--- src/rtl/border_io_tile.sv ---
// Perimeter I/O tile: scan-loaded shadow config, checked commit into the active
// config, per-pin registered/combinational paths. Macro BORDER_TILE_PARITY_EN adds frame parity.
module border_io_tile #(
  parameter int unsigned BUS_WIDTH = 2,
  parameter int unsigned IO_PER_CB = 1
) (
  input  logic                 PCLK,
  input  logic                 PRESETN,
  input  logic                 SE,
  input  logic                 SIN,
  output logic                 SOUT,
  output logic                 CFG_DONE,
  output logic                 CFG_ERR,
  input  logic [IO_PER_CB-1:0] IO_IN,
  output logic [IO_PER_CB-1:0] IO_OUT,
  output logic [IO_PER_CB-1:0] IO_OE,
  input  logic [BUS_WIDTH-1:0] WEST_BUS_IN,
  input  logic [BUS_WIDTH-1:0] EAST_BUS_IN,
  output logic [BUS_WIDTH-1:0] WEST_BUS_OUT,
  output logic [BUS_WIDTH-1:0] EAST_BUS_OUT
);

  localparam int unsigned SEL_W  = $clog2(2 * BUS_WIDTH + 1);
  localparam int unsigned IDX_W  = (IO_PER_CB > 1) ? $clog2(IO_PER_CB) : 1;
  localparam int unsigned PIN_W  = SEL_W + 2;
  localparam int unsigned TRK_W  = 1 + IDX_W;
  localparam int unsigned E_LSB  = IO_PER_CB * PIN_W;
  localparam int unsigned W_LSB  = E_LSB + BUS_WIDTH * TRK_W;
  localparam int unsigned DATA_W = W_LSB + BUS_WIDTH * TRK_W;
`ifdef BORDER_TILE_PARITY_EN
  localparam int unsigned CFG_W  = DATA_W + 1;
`else
  localparam int unsigned CFG_W  = DATA_W;
`endif
  localparam int unsigned CNT_W  = $clog2(CFG_W + 2);

  typedef enum logic [1:0] {S_IDLE, S_SHIFT, S_CHECK} state_e;

  state_e             state_q, state_d;
  logic [CNT_W-1:0]   cnt_q, cnt_d;
  logic [CFG_W-1:0]   shadow_q, shadow_d;
  logic [CFG_W-1:0]   active_q, active_d;
  logic               done_q, done_d;
  logic               err_q, err_d;
  logic [IO_PER_CB-1:0] io_in_q, sel_q;
  logic [IO_PER_CB-1:0] io_val, sel_c, oe_c, io_out_c;
  logic [BUS_WIDTH-1:0] east_c, west_c;
  logic               len_ok, par_ok;

  assign len_ok = (cnt_q == CNT_W'(CFG_W));
`ifdef BORDER_TILE_PARITY_EN
  assign par_ok = ~(^shadow_q);
`else
  assign par_ok = 1'b1;
`endif

  // State and pipeline registers
  always_ff @(posedge PCLK or negedge PRESETN) begin
    if (!PRESETN) begin
      state_q  <= S_IDLE;
      cnt_q    <= '0;
      shadow_q <= '0;
      active_q <= '0;
      done_q   <= 1'b0;
      err_q    <= 1'b0;
      io_in_q  <= '0;
      sel_q    <= '0;
    end else begin
      state_q  <= state_d;
      cnt_q    <= cnt_d;
      shadow_q <= shadow_d;
      active_q <= active_d;
      done_q   <= done_d;
      err_q    <= err_d;
      io_in_q  <= IO_IN;
      sel_q    <= sel_c;
    end
  end

  // Frame controller: count shifted bits, check length (and parity) one cycle after SE falls
  always_comb begin
    state_d  = state_q;
    cnt_d    = cnt_q;
    shadow_d = SE ? {shadow_q[CFG_W-2:0], SIN} : shadow_q;
    active_d = active_q;
    done_d   = done_q;
    err_d    = err_q;
    case (state_q)
      S_IDLE: begin
        if (SE) begin
          state_d = S_SHIFT;
          cnt_d   = CNT_W'(1);
          done_d  = 1'b0;
          err_d   = 1'b0;
        end
      end
      S_SHIFT: begin
        if (SE) begin
          if (cnt_q != CNT_W'(CFG_W + 1)) cnt_d = cnt_q + CNT_W'(1);
        end else begin
          state_d = S_CHECK;
        end
      end
      S_CHECK: begin
        state_d = S_IDLE;
        if (len_ok && par_ok) begin
          active_d = shadow_q;
          done_d   = 1'b1;
        end else begin
          err_d = 1'b1;
        end
      end
      default: state_d = S_IDLE;
    endcase
  end

  // Routing decoded from the active config
  always_comb begin
    logic [SEL_W-1:0] osel;
    logic             oreg;
    logic [IDX_W-1:0] idx;
    io_val   = '0;
    sel_c    = '0;
    oe_c     = '0;
    io_out_c = '0;
    east_c   = '0;
    west_c   = '0;
    osel     = '0;
    oreg     = 1'b0;
    idx      = '0;
    for (int i = 0; i < IO_PER_CB; i++) begin
      osel      = active_q[i*PIN_W +: SEL_W];
      oreg      = active_q[i*PIN_W + SEL_W];
      io_val[i] = active_q[i*PIN_W + SEL_W + 1] ? io_in_q[i] : IO_IN[i];
      for (int b = 0; b < BUS_WIDTH; b++) begin
        if (osel == SEL_W'(b + 1))             sel_c[i] = WEST_BUS_IN[b];
        if (osel == SEL_W'(b + 1 + BUS_WIDTH)) sel_c[i] = EAST_BUS_IN[b];
      end
      oe_c[i]     = (osel != '0) && (osel <= SEL_W'(2 * BUS_WIDTH));
      io_out_c[i] = oe_c[i] & (oreg ? sel_q[i] : sel_c[i]);
    end
    // An index beyond IO_PER_CB matches no pin and leaves the track at 0
    for (int j = 0; j < BUS_WIDTH; j++) begin
      east_c[j] = WEST_BUS_IN[j];
      if (active_q[E_LSB + j*TRK_W]) begin
        idx       = active_q[E_LSB + j*TRK_W + 1 +: IDX_W];
        east_c[j] = 1'b0;
        for (int k = 0; k < IO_PER_CB; k++)
          if (idx == IDX_W'(k)) east_c[j] = io_val[k];
      end
      west_c[j] = EAST_BUS_IN[j];
      if (active_q[W_LSB + j*TRK_W]) begin
        idx       = active_q[W_LSB + j*TRK_W + 1 +: IDX_W];
        west_c[j] = 1'b0;
        for (int k = 0; k < IO_PER_CB; k++)
          if (idx == IDX_W'(k)) west_c[j] = io_val[k];
      end
    end
  end

  assign SOUT         = shadow_q[CFG_W-1];
  assign CFG_DONE     = done_q;
  assign CFG_ERR      = err_q;
  assign IO_OE        = oe_c;
  assign IO_OUT       = io_out_c;
  assign EAST_BUS_OUT = east_c;
  assign WEST_BUS_OUT = west_c;

endmodule

--- config.mk ---
export PLATFORM = sky130hd
export DESIGN_NAME = border_io_tile
export DESIGN_NICKNAME = d
export VERILOG_FILES = /design/src/rtl/border_io_tile.sv
export SDC_FILE = /design/constraint.sdc
export NUM_CORES = 1
export LEC_CHECK = 0
export ABC_AREA = 1
export BUFFER_PORTS_ARGS = -buffer_cell sky130_fd_sc_hd__buf_2
export CAP_MARGIN = 10
export CORE_UTILIZATION = 45
export DETAILED_ROUTE_END_ITERATION = 16
export PLACE_DENSITY_LB_ADDON = 0.1
export RECOVER_POWER = 50
export REMOVE_ABC_BUFFERS = 1
export SLEW_MARGIN = 20
export SYNTH_ARGS = -nofsm -noshare
export SYNTH_HDL_FRONTEND = slang
export SYNTH_SLANG_ARGS = --single-unit
--- constraint.sdc ---
create_clock -name PCLK -period 1.9 [get_ports PCLK]
set_clock_uncertainty 0.05 [all_clocks]
set_input_delay 0.095 -clock PCLK [delete_from_list [all_inputs] [get_ports PCLK]]
set_output_delay 0.095 -clock PCLK [all_outputs]
set_load 0.03 [all_outputs]
==> Yosys cells after proc, flatten, opt, wreduce, memory -nomap -nowiden <==
Cells that the tools add are included.
Widths: inputs -> output; s select.
{ "word_totals": {"regBits": 36, "input_bits": 9, "out_inout_bits": 9, "wordCells": 61} }
{ "classes": {"addsub": 1, "n_lt_le_gt_ge": 1, "eq_ne": 14, "n_mux": 26, "n_bitwise": 1, "n_reduce_logical": 10} }
{ "ops": {"columns": ["operator", "count"], "rows": [
  ["$mux 1", 17],
  ["$mux 4", 3],
  ["$ne 2x2->1 const B", 6],
  ["$pmux 4 s2", 1],
  ["$eq 3x2->1 const B", 2],
  ["$reduce_and 3->1", 2],
  ["$add 4x1->4 const B", 1],
  ["$eq 4x4->1 const B", 1],
  ["$mux 2", 2],
  ["$ne 4x4->1 const B", 1],
  ["$pmux 1 s2", 2],
  ["$pmux 2 s2", 1],
  ["$reduce_and 2->1", 2],
  ["$reduce_and 4->1", 1],
  ["$reduce_bool 2->1", 2],
  ["$eq 3x1->1 const B", 1],
  ["$eq 3x3->1 const B", 1],
  ["$le 3x3->1 const B", 1],
  ["$reduce_bool 3->1", 1],
  ["$eq 2x1->1 const B", 1],
  ["$eq 2x2->1 const B", 1],
  ["$logic_not 2->1", 1],
  ["$and 1x1->1", 1],
  ["$logic_and 1x1->1", 1]
]} }

==> Longest topological paths before layout <==
{ "logic_depth": {"depth_word": 7, "depth_mapped": 11, "mapped_depth_nobuf": 11} }

==> Least setup slack after synthesis <==
OpenSTA, ideal clock, no wires.
{ "synth_timing": {"kind": "register to output", "start": "register active_q[1]", "end": "output IO_OUT", "t_arrival_ns": 1.233, "t_required_ns": 1.755, "setup_slack_ns": 0.522, "stages_incl_launch_ff": 12, "path_buffers": 0, "cell_sequence": "dfrtp_1 > inv_1 > nand2_1 > inv_1 > ha_1 > nor2_1 > nand2_1 > nor2_1 > nand2_1 > nand3_1 > nand2_1 > inv_1"} }
{ "synth_via": {"elab_chain_len": 7, "word_cells_on_any_way": 13, "classes_between": "1 x order compare; 4 x eq/ne; 5 x mux; 1 x bitwise; 2 x reduce/logical"} }
{ "synth_rtl": {"columns": ["item", "line", "source"], "rows": [
  ["start: declaration", "42", "logic [CFG_W-1:0] active_q, active_d;"],
  ["start signal: assignment", "72", "active_q <= active_d;"],
  ["$eq 3x1->1", "136", "if (osel == SEL_W'(b + 1)) sel_c[i] = WEST_BUS_IN[b];"],
  ["$mux 1", "136", null],
  ["$mux 1", "137", "if (osel == SEL_W'(b + 1 + BUS_WIDTH)) sel_c[i] = EAST_BUS_IN[b];"],
  ["$mux 1", "136", null],
  ["$mux 1", "137", null],
  ["$mux 1", "140", "io_out_c[i] = oe_c[i] & (oreg ? sel_q[i] : sel_c[i]);"],
  ["$and 1x1->1 (*)", "140", null],
  ["end: declaration", "15", "output logic [IO_PER_CB-1:0] IO_OUT,"]
]} }
Every way passes the cells marked *; elsewhere a longest branch is shown, timed or not.

==> Worst setup path in the final report <==
{ "layout_timing": {"start": "register active_q[0]", "end": "output IO_OUT"} }
The elaborated chain is that of the path after synthesis.

==> summary.txt <==
Run status
  • Status: finished, final reports clean

Run
  • MaxCap Viol Count: 0

Floorplanning
  • Chip width: 62.93 um
  • Core ar.: 3442 um^2
  • Initial core utilization: 48.53%
  • Cell row count: 21
  • Die area: 3960 um^2
  • I/O pin cnt: 18
  • Die height: 62.93 um

Worst setup path
  • Element type at the critical path end: primary output
  • Crit Path Category: flip-flop to primary output
  • Worst Setup Start Kind: flip-flop
  • CP max FO: 3
  • Crit path arrival time: 1650 ps
  • Worst path required time: 1750 ps

Logic synthesis
  • Synthesized area per cell: 9.128 um^2
  • Post-Syn Area: 1670 um^2
  • Synth top area cells: dfrtp_1 54%, nand2_1 10%, o21ai_2 7.3%
  • Ys flop type: dfrtp_1
  • Post-synth EDFFs: 0
  • Synth cell types: 23
  • Area share of the largest cell type after synthesis: 53.93%
  • Async set-or-reset flop fraction in the synthesized netlist: 100.0%
  • Flops & latches, synth: 36
  • Synth Instances: 183
  • Register area share after synthesis: 53.93%
  • Warnings, synthesis: 0
  • Yosys top cell by area: dfrtp_1

Clock tree
  • CTS clk-pin slew, worst paths: 70 ps
  • H-tree depth: 2
  • CTS buffer count: 5
  • CTS tree: done
  • Bufs on Longest Clock Path: 2
  • Clk_lat worst skew: 280 ps
  • CTS sink count: 36
  • Root buf cell: clkbuf_8

Global route
  • Vias in the first global route: 1177
  • Largest net degree at the start of global routing: 37
  • Overall Global Routing Usage: 17.23%
  • First-pass GRT wire length: 5244 um
  • Initial antenna violation count: 0
  • Overflow after GRT: 0

Layout
  • Final net count: 220
  • # fillers: 328
  • Post-route cell area: 1962 um^2
  • Area Overhead vs Synth: 17.45%
  • Commonest non-fill, non-tap cell in the layout: nand2_1
  • Fraction of layout cells with a size suffix above 1: 23.08%
  • Ant diodes: 0
  • Most frequent cells in the layout: 43 x nand2_1, 36 x dfrtp_1, 29 x inv_1

STA
  • Setup violators final: 0
  • Fmax: 0.5586 GHz
  • Tightest Pin Transition: 879.2 ps
  • Max Transition Viols Final: 0
  • Period minus WS final: 1790 ps
  • Setup TNS: 0 ps
  • Post-route clock period utilization: 94.22%
  • Slew HR: 41.38%
  • Hold Vio Cnt, Final: 0

Power and ir drop
  • Int Pwr: 0.001343 W
  • Combinational power share: 10.6%
  • Clock share of power: 41.1%
  • VDD IR-drop max: 0.5527 mV
  • Leak: 0.9779 nW
  • Sequential share of power: 48.3%
  • Net Sw Frac: 24.77%
  • Power per cell area: 910.0 nW/um^2
  • Psw: 0.0004423 W

Worst hold path
  • Worst min-delay path class: primary input to flip-flop

Drt
  • DRC viols: 0
  • Initial DRC count: 45
  • WL per Instance: 11.73 um
  • Total number of vias: 1204
  • Detail Route Antenna Nets: 0
  • Routed wire length: 2980 um
  • First-pass detailed-route iteration total: 4
  • Detail-routed via count per cell: 4.740

Placed design
  • Post-place instance area: 1778 um^2
  • RD Place Congestion: 0.7005
  • Dpl hpwl: 1990 um
  • I/O Buffers: 17
per-stage QoR:
step	utilization (%)	setup slack [ps]	std cells	hold slack, ps	power [W]
6_report	57.00	109.9	254	48.20	0.001785
5_1_grt	57.00	-25.57	254	57.00	0.001873
4_1_cts	56.20	49.39	252	9.597	0.001805
3_5_place_dp	51.65	300.0	241	170.7	0.001067
3_3_place_gp	51.65	389.6	241	167.5	0.001059
2_1_floorplan	-	501.5	177	-250.6	0.0009928
Yosys cell counts (2+ instances only):
| library cell | count |
|---|---|
| o21ai_0 | 23 |
| ha_1 | 4 |
| nand2_1 | 45 |
| nand3b_1 | 4 |
| dfrtp_1 | 36 |
| nand3_1 | 4 |
| clkbuf_1 | 2 |
| nor2_1 | 7 |
| o21ai_2 | 14 |
| buf_6 | 2 |
| inv_1 | 30 |
flip-flops by register name, indices dropped and copies added (netlist names):
register	cells
active_q	13
shadow_q	13
cnt_q	4
state_q	2
CFG_DONE	1
CFG_ERR	1
io_in_q	1
sel_q	1
power groups by stage:
stage / clock network (W) / logic, W / registers [W]
after global routing: 0.000780 / 0.000221 / 0.000872
after CTS: 0.000746 / 0.000196 / 0.000863
final: 0.000734 / 0.000189 / 0.000863
after global placement: 0 / 0.000185 / 0.000874
after floorplan: 0 / 0.000109 / 0.000884
after detailed placement: 0 / 0.000190 / 0.000878
final cells by class:
cell class | count | area (um^2) | area share [%]
clock inverters | 1 | 30.03 | 1.531
flip-flops and latches | 36 | 900.9 | 45.92
clock buffers | 7 | 96.34 | 4.911
multi-input cells | 110 | 620.6 | 31.63
inverters | 31 | 116.4 | 5.931
well taps | 46 | 57.56 | 2.934
repair buffers | 23 | 140.1 | 7.143
critical path, cell delays in order (launching register included):
cell	delay (ps)
dfrtp_1	390
inv_2	60
nand2_2	50
inv_1	50
ha_2	170
nor2_1	100
nand2_1	60
nor2_1	100
nand2_1	90
nand3_2	80
nand2_2	50
inv_2	50
buf_6	120
routing by layer:
layer  part of all wire [%]  up-vias  GRT usage [%]
met5                      0        -              0
met4                   0.84        0          6.977
met3                    3.4        2          5.292
met2                     49       19          27.96
met1                     47      564          21.19
li1                       -      619              -
path summary, 6_finish.rpt:
check                                         start                        to  slack (ps)  depth (start not counted)
setup / recovery            active_q[0]$_DFFE_PN0P_                    IO_OUT         110                         12
min in group asynchronous                   PRESETN         io_in_q$_DFF_PN0_         410                          2
setup reg to reg               cnt_q[1]$_DFFE_PN0P_   active_q[8]$_DFFE_PN0P_         290                          5
hold / removal                       EAST_BUS_IN[1]           sel_q$_DFF_PN0_          50                          3
hold reg to reg            active_q[10]$_DFFE_PN0P_  active_q[10]$_DFFE_PN0P_         430                          2
max in group asynchronous                   PRESETN   active_q[5]$_DFFE_PN0P_         840                          2
kinds of logic after synthesis:
kind of cell / count (synthesis) / share of synthesized area (%)
AND/OR/NAND/NOR: 66 / 18.05
AO/OA/AOI/OAI: 39 / 14.98
buffers and inverters: 37 / 9.513
flip-flops: 36 / 53.93
adder cells (fa/ha/maj): 4 / 2.996
XOR/XNOR: 1 / 0.5244
repair_timing:
action                                 4_1_cts  5_1_grt
setup buffers                                0        2
endpoints found under the hold margin       38        0
resized for setup                            0        9
setup endpoints to repair                    0        1
hold buffers                                 3        0
Power figures use the tool's default switching activity.
